$ cat config.mk
export PLATFORM = sky130hd
export DESIGN_NAME = shep_fifo_reader
export DESIGN_NICKNAME = d
export VERILOG_FILES = /design/src/rtl/shep_pkg.sv /design/src/rtl/shep_skid2.sv /design/src/rtl/shep_fifo_reader.sv
export SDC_FILE = /design/constraint.sdc
export NUM_CORES = 1
export LEC_CHECK = 0
export CORE_AREA = 2 2 152 125
export DETAILED_ROUTE_END_ITERATION = 7
export DIE_AREA = 0 0 154 127
export HOLD_SLACK_MARGIN = 0.15
export PLACE_DENSITY = 0.68
export SKIP_LAST_GASP = 1
export SYNTH_ARGS = -nofsm -noshare
export SYNTH_HDL_FRONTEND = slang
export SYNTH_SLANG_ARGS = --single-unit
$ cat constraint.sdc
create_clock -name clk -period 12.5 [get_ports clk]
set_clock_uncertainty 0.2 [all_clocks]
set_input_delay 2.5 -clock clk [delete_from_list [all_inputs] [get_ports clk]]
set_output_delay 2.5 -clock clk [all_outputs]
set_load 0.05 [all_outputs]
$ cat src/rtl/shep_pkg.sv
// Shared definitions for the shep FIFO stream blocks.
// Provides reader FSM state codes, default widths and the occupancy helper.
package shep_pkg;

    localparam int SHEP_WIDTH   = 64;
    localparam int SHEP_CNTBITS = 16;

    localparam logic [1:0] SHEP_RD_IDLE  = 2'd0;
    localparam logic [1:0] SHEP_RD_RUN   = 2'd1;
    localparam logic [1:0] SHEP_RD_DRAIN = 2'd2;
    localparam logic [1:0] SHEP_RD_DONE  = 2'd3;

    typedef enum logic [1:0] {
        RD_IDLE  = SHEP_RD_IDLE,
        RD_RUN   = SHEP_RD_RUN,
        RD_DRAIN = SHEP_RD_DRAIN,
        RD_DONE  = SHEP_RD_DONE
    } shep_rd_state_e;

    // Occupancy after one cycle of push/pop on a 2-entry buffer.
    function automatic logic [1:0] shep_occ_next(
        input logic [1:0] occ,
        input logic       push,
        input logic       pop
    );
        logic [1:0] r;
        r = occ;
        if (push && !pop) begin
            r = occ + 2'd1;
        end else if (pop && !push) begin
            r = occ - 2'd1;
        end
        return r;
    endfunction

endpackage

$ cat src/rtl/shep_skid2.sv
// Two-entry registered stream buffer (circular, head shown combinationally).
// Ports: clk, reset (async high), push/data in, pop, occ (0..2), head word.
module shep_skid2
    import shep_pkg::*;
#(
    parameter int width = SHEP_WIDTH
) (
    input  logic             clk,
    input  logic             reset,
    input  logic             push,
    input  logic [width-1:0] data,
    input  logic             pop,
    output logic [1:0]       occ,
    output logic [width-1:0] head
);

    logic [width-1:0] mem [2];
    logic             wr_ptr;
    logic             rd_ptr;
    logic             push_ok;
    logic             pop_ok;

    assign pop_ok  = pop && (occ != 2'd0);
    // When full, a push is only taken if a pop frees the head slot,
    // which is the same slot the write pointer targets.
    assign push_ok = push && ((occ != 2'd2) || pop_ok);
    assign head    = mem[rd_ptr];

    always_ff @(posedge clk or posedge reset) begin
        if (reset) begin
            mem[0] <= '0;
            mem[1] <= '0;
            wr_ptr <= 1'b0;
            rd_ptr <= 1'b0;
            occ    <= 2'd0;
        end else begin
            if (push_ok) begin
                mem[wr_ptr] <= data;
                wr_ptr      <= ~wr_ptr;
            end
            if (pop_ok) begin
                rd_ptr <= ~rd_ptr;
            end
            occ <= shep_occ_next(occ, push_ok, pop_ok);
        end
    end

endmodule

$ cat src/rtl/shep_fifo_reader.sv
// Pops a commanded number of words from a show-ahead FIFO into a stream.
// Ports: start/len command, busy/done status, fifo_* pop side, out_* stream.
module shep_fifo_reader
    import shep_pkg::*;
#(
    parameter int width   = SHEP_WIDTH,
    parameter int cntbits = SHEP_CNTBITS
) (
    input  logic               clk,
    input  logic               reset,
    input  logic               start,
    input  logic [cntbits-1:0] len,
    output logic               busy,
    output logic               done,
    input  logic [width-1:0]   fifo_rd_data,
    input  logic               fifo_empty,
    output logic               fifo_pop,
    output logic [width-1:0]   out_data,
    output logic               out_valid,
    input  logic               out_ready
);

    shep_rd_state_e     state;
    shep_rd_state_e     state_next;
    logic [cntbits-1:0] remaining;
    logic [1:0]         occ;
    logic               hs;
    logic               last_pop;

    assign hs       = out_valid && out_ready;
    assign fifo_pop = (state == RD_RUN) && !fifo_empty
                    && (remaining != '0) && (occ != 2'd2);
    assign last_pop = fifo_pop && (remaining == cntbits'(1));

    assign busy      = (state != RD_IDLE);
    assign done      = (state == RD_DONE);
    assign out_valid = (occ != 2'd0);

    shep_skid2 #(
        .width (width)
    ) u_buf (
        .clk   (clk),
        .reset (reset),
        .push  (fifo_pop),
        .data  (fifo_rd_data),
        .pop   (hs),
        .occ   (occ),
        .head  (out_data)
    );

    always_ff @(posedge clk or posedge reset) begin
        if (reset) begin
            state <= RD_IDLE;
        end else begin
            state <= state_next;
        end
    end

    always_comb begin
        state_next = state;
        unique case (state)
            RD_IDLE: begin
                if (start) begin
                    state_next = (len == '0) ? RD_DONE : RD_RUN;
                end
            end
            RD_RUN: begin
                if (last_pop) begin
                    state_next = RD_DRAIN;
                end
            end
            RD_DRAIN: begin
                // Leave once the buffer empties, counting a draining handshake.
                if ((occ == 2'd0) || ((occ == 2'd1) && hs)) begin
                    state_next = RD_DONE;
                end
            end
            RD_DONE: begin
                state_next = RD_IDLE;
            end
            default: begin
                state_next = RD_IDLE;
            end
        endcase
    end

    always_ff @(posedge clk or posedge reset) begin
        if (reset) begin
            remaining <= '0;
        end else if ((state == RD_IDLE) && start) begin
            remaining <= len;
        end else if (fifo_pop) begin
            remaining <= remaining - cntbits'(1);
        end
    end

endmodule

==> results.json <==
{
  "maxSlewHeadroom": 0.356,
  "final_common_cell": "clkdlybuf4s50_1",
  "grt_util_all_layers": 0.170,
  "ir_drop_mv": 0.155,
  "drt-initial-drc-count": 235,
  "cpMaxStageDelayCell": "clkdlybuf4s50_1",
  "clk_latency_ns": 0.42,
  "antenna_found_initial": 0,
  "grt_pass1_vias": 4883,
  "start_util": 0.426,
  "grt_max_degree": 85,
  "hold_end": "u_buf.mem[62]$_DFFE_PP0P_",
  "cp_max_fo": 7,
  "htreeDepth": 4,
  "drtAntennaViolNets": 0,
  "yosysSeqAreaShare": 0.493,
  "hold_viol": 0,
  "hold_path.class": "reg -> reg",
  "grt_setup_unrepaired": "false",
  "drive_above_1_share": 0.365,
  "cts_hold_buf": 0,
  "fp-row-count": 44,
  "finalSetupTns_ns": 0,
  "ys.flop_type": "dfrtp_1",
  "crit_chain": "clkdlybuf4s50_1, nor3b_2, o21ai_4, inv_6, clkdlybuf4s50_1",
  "syn_area_um2": 7620,
  "async_flop_share": 1.00,
  "cts.clk_slew.worst_paths_ns": 0.06,
  "drt_first_pass_iters": 4,
  "worstSetupEndpointType": "output pin",
  "r2r_slack_ns": 9.02,
  "via_per_inst": 5.05,
  "wl_met1_um": 7740,
  "critPathArrivalTime_ns": 4.62,
  "tritoncts": "done",
  "whs_path_depth": 1,
  "yosysWarnings": 0,
  "path_delay_family": "buffers and inverters",
  "critPathLaunchType": "input port",
  "period_minus_slack_ns": 7.32,
  "path_class": "in -> out",
  "wl_met3_um": 544,
  "synth-seq-cells": 150,
  "fin_nets": 750,
  "drv_slew": 0,
  "synth_cell_type_count": 45,
  "die_h_um": 127,
  "cap_violations": 0,
  "clockRootBuffer": "clkbuf_16",
  "synth_edf_count": 0,
  "grt_pass1_wl_um": 26200,
  "syn_nets": 600,
  "dr.max_layer_used": "met4",
  "die_area_um2": 19600,
  "r2r-end": "u_buf.mem[124]$_DFFE_PP0P_",
  "postCtsSetupBuffers": 0,
  "power_density_nw_per_um2": 327,
  "grt-ovfl-total": 0,
  "cts_buffer_depth": 2,
  "cpPeakStageDelay_ns": 0.81,
  "worstHoldStart": "u_buf.mem[62]$_DFFE_PP0P_",
  "die_x_um": 154,
  "postSynthAreaPerCell_um2": 15.1,
  "drc": 0,
  "setup_viol_count_final": 0,
  "worstReg2RegStart": "state[1]$_DFFE_PP0P_",
  "vias": 4527,
  "required_ns": 9.80,
  "rr_worst_depth": 7,
  "finalCritPeriodShare": 0.586,
  "wire_per_inst_um": 17.6,
  "cts_resized": 0,
  "status": "completed",
  "met2_length_um": 7320,
  "num_antenna_cells": 0,
  "coreArea_um2": 17900,
  "gp_congestion": 0.787,
  "dp_hpwl_um": 10100,
  "holdWs_ns": 0.305,
  "wirelength_um": 15800,
  "cts_num_sinks": 150,
  "tightest_slew_ns": 0.966,
  "layout.cells.most_common_list": "152 x clkdlybuf4s50_1, 149 x dfrtp_1, 120 x mux2_4",
  "crit_buf_inv": 3,
  "numCtsBuffers": 17,
  "max_freq_mhz": 137,
  "crit_top_cell": "clkdlybuf4s50_1",
  "io_pins": 153,
  "port_buffers": 152,
  "p_leak_nw": 4.29,
  "syn_inst": 504,
  "syn2layout_area_growth_pct": 27.8
}
[through the flow]
| stage | utilization | worst slack [ns] | power [mW] | instances | instance area [um2] |
|---|---|---|---|---|---|
| 2_1_floorplan | - | 5.76 | 2.25 | 504 | 7620 |
| 3_3_place_gp | 0.512 | 5.23 | 2.65 | 865 | 9170 |
| 3_5_place_dp | 0.512 | 5.18 | 2.69 | 865 | 9170 |
| 4_1_cts | 0.544 | 5.17 | 3.21 | 896 | 9730 |
| 5_1_grt | 0.544 | 5.08 | 3.34 | 896 | 9730 |
| 6_report | 0.544 | 5.18 | 3.18 | 896 | 9730 |
[cell usage after synthesis (9+ instances only)]
cell        n  share of area
nor2_1     21          0.010
nor4_1      9         0.0074
a21oi_1    16          0.011
dfrtp_1   150           0.49
nand2_1     9         0.0044
mux2_2     73           0.11
xnor2_1    13          0.015
buf_12     12          0.032
inv_1      10         0.0049
ha_1       11          0.018
clkbuf_1   10         0.0049
mux2_4    120           0.24
[layout make-up]
type	instances	area [um2]
repair buffers	155	1540
clock inverters	14	143
clock buffers	17	425
flip-flops and latches	150	3750
well taps	230	288
multi-input cells	319	3530
inverters	11	51.3
fillers	1460	8160
[layer usage]
layer | vias up | track usage
li1 | 2110 | -
met1 | 2291 | 0.238
met2 | 112 | 0.266
met3 | 14 | 0.0356
met4 | 0 | 0.0511
met5 | - | 0
[flip-flops by register name, summed over array words and instances, names as in the netlist]
register / flops
u_buf.rd_ptr: 1
u_buf.occ: 2
u_buf.wr_ptr: 1
u_buf.mem: 128
state: 2
remaining: 16
[worst max path at each step]
stage	slack, ns	depth (start not counted)	to	start
2_1_floorplan	5.76	1	remaining[0]$_DFFE_PP0P_	reset
3_3_place_gp	5.23	5	fifo_pop	fifo_empty
3_5_place_dp	5.18	5	fifo_pop	fifo_empty
4_1_cts	5.17	5	fifo_pop	fifo_empty
5_1_grt	5.08	5	fifo_pop	fifo_empty
6_report	5.18	5	fifo_pop	fifo_empty
[logic make-up (layout without fill, tap and decap cells)]
| group | count (synthesis) | count (layout) | share of synthesized area |
|---|---|---|---|
| AOI/OAI and AO/OA | 31 | 31 | 0.0263 |
| xor gates and xnor gates | 14 | 14 | 0.0161 |
| adders and majority gates | 11 | 11 | 0.0181 |
| buffers and inverters | 35 | 197 | 0.0439 |
| DFF | 150 | 150 | 0.493 |
| muxes | 196 | 196 | 0.348 |
| and+or+nand+nor | 67 | 67 | 0.0544 |
[report_power, final]
part / total, mW / internal (mW) / switching, mW / leakage, nW
sequential: 0.896 / 0.734 / 0.162 / 1.78
clock: 0.499 / 0.278 / 0.220 / 0.263
combinational: 1.79 / 0.829 / 0.957 / 2.24
total: 3.18 / 1.84 / 1.34 / 4.29
(Power assumes the default switching activity.)
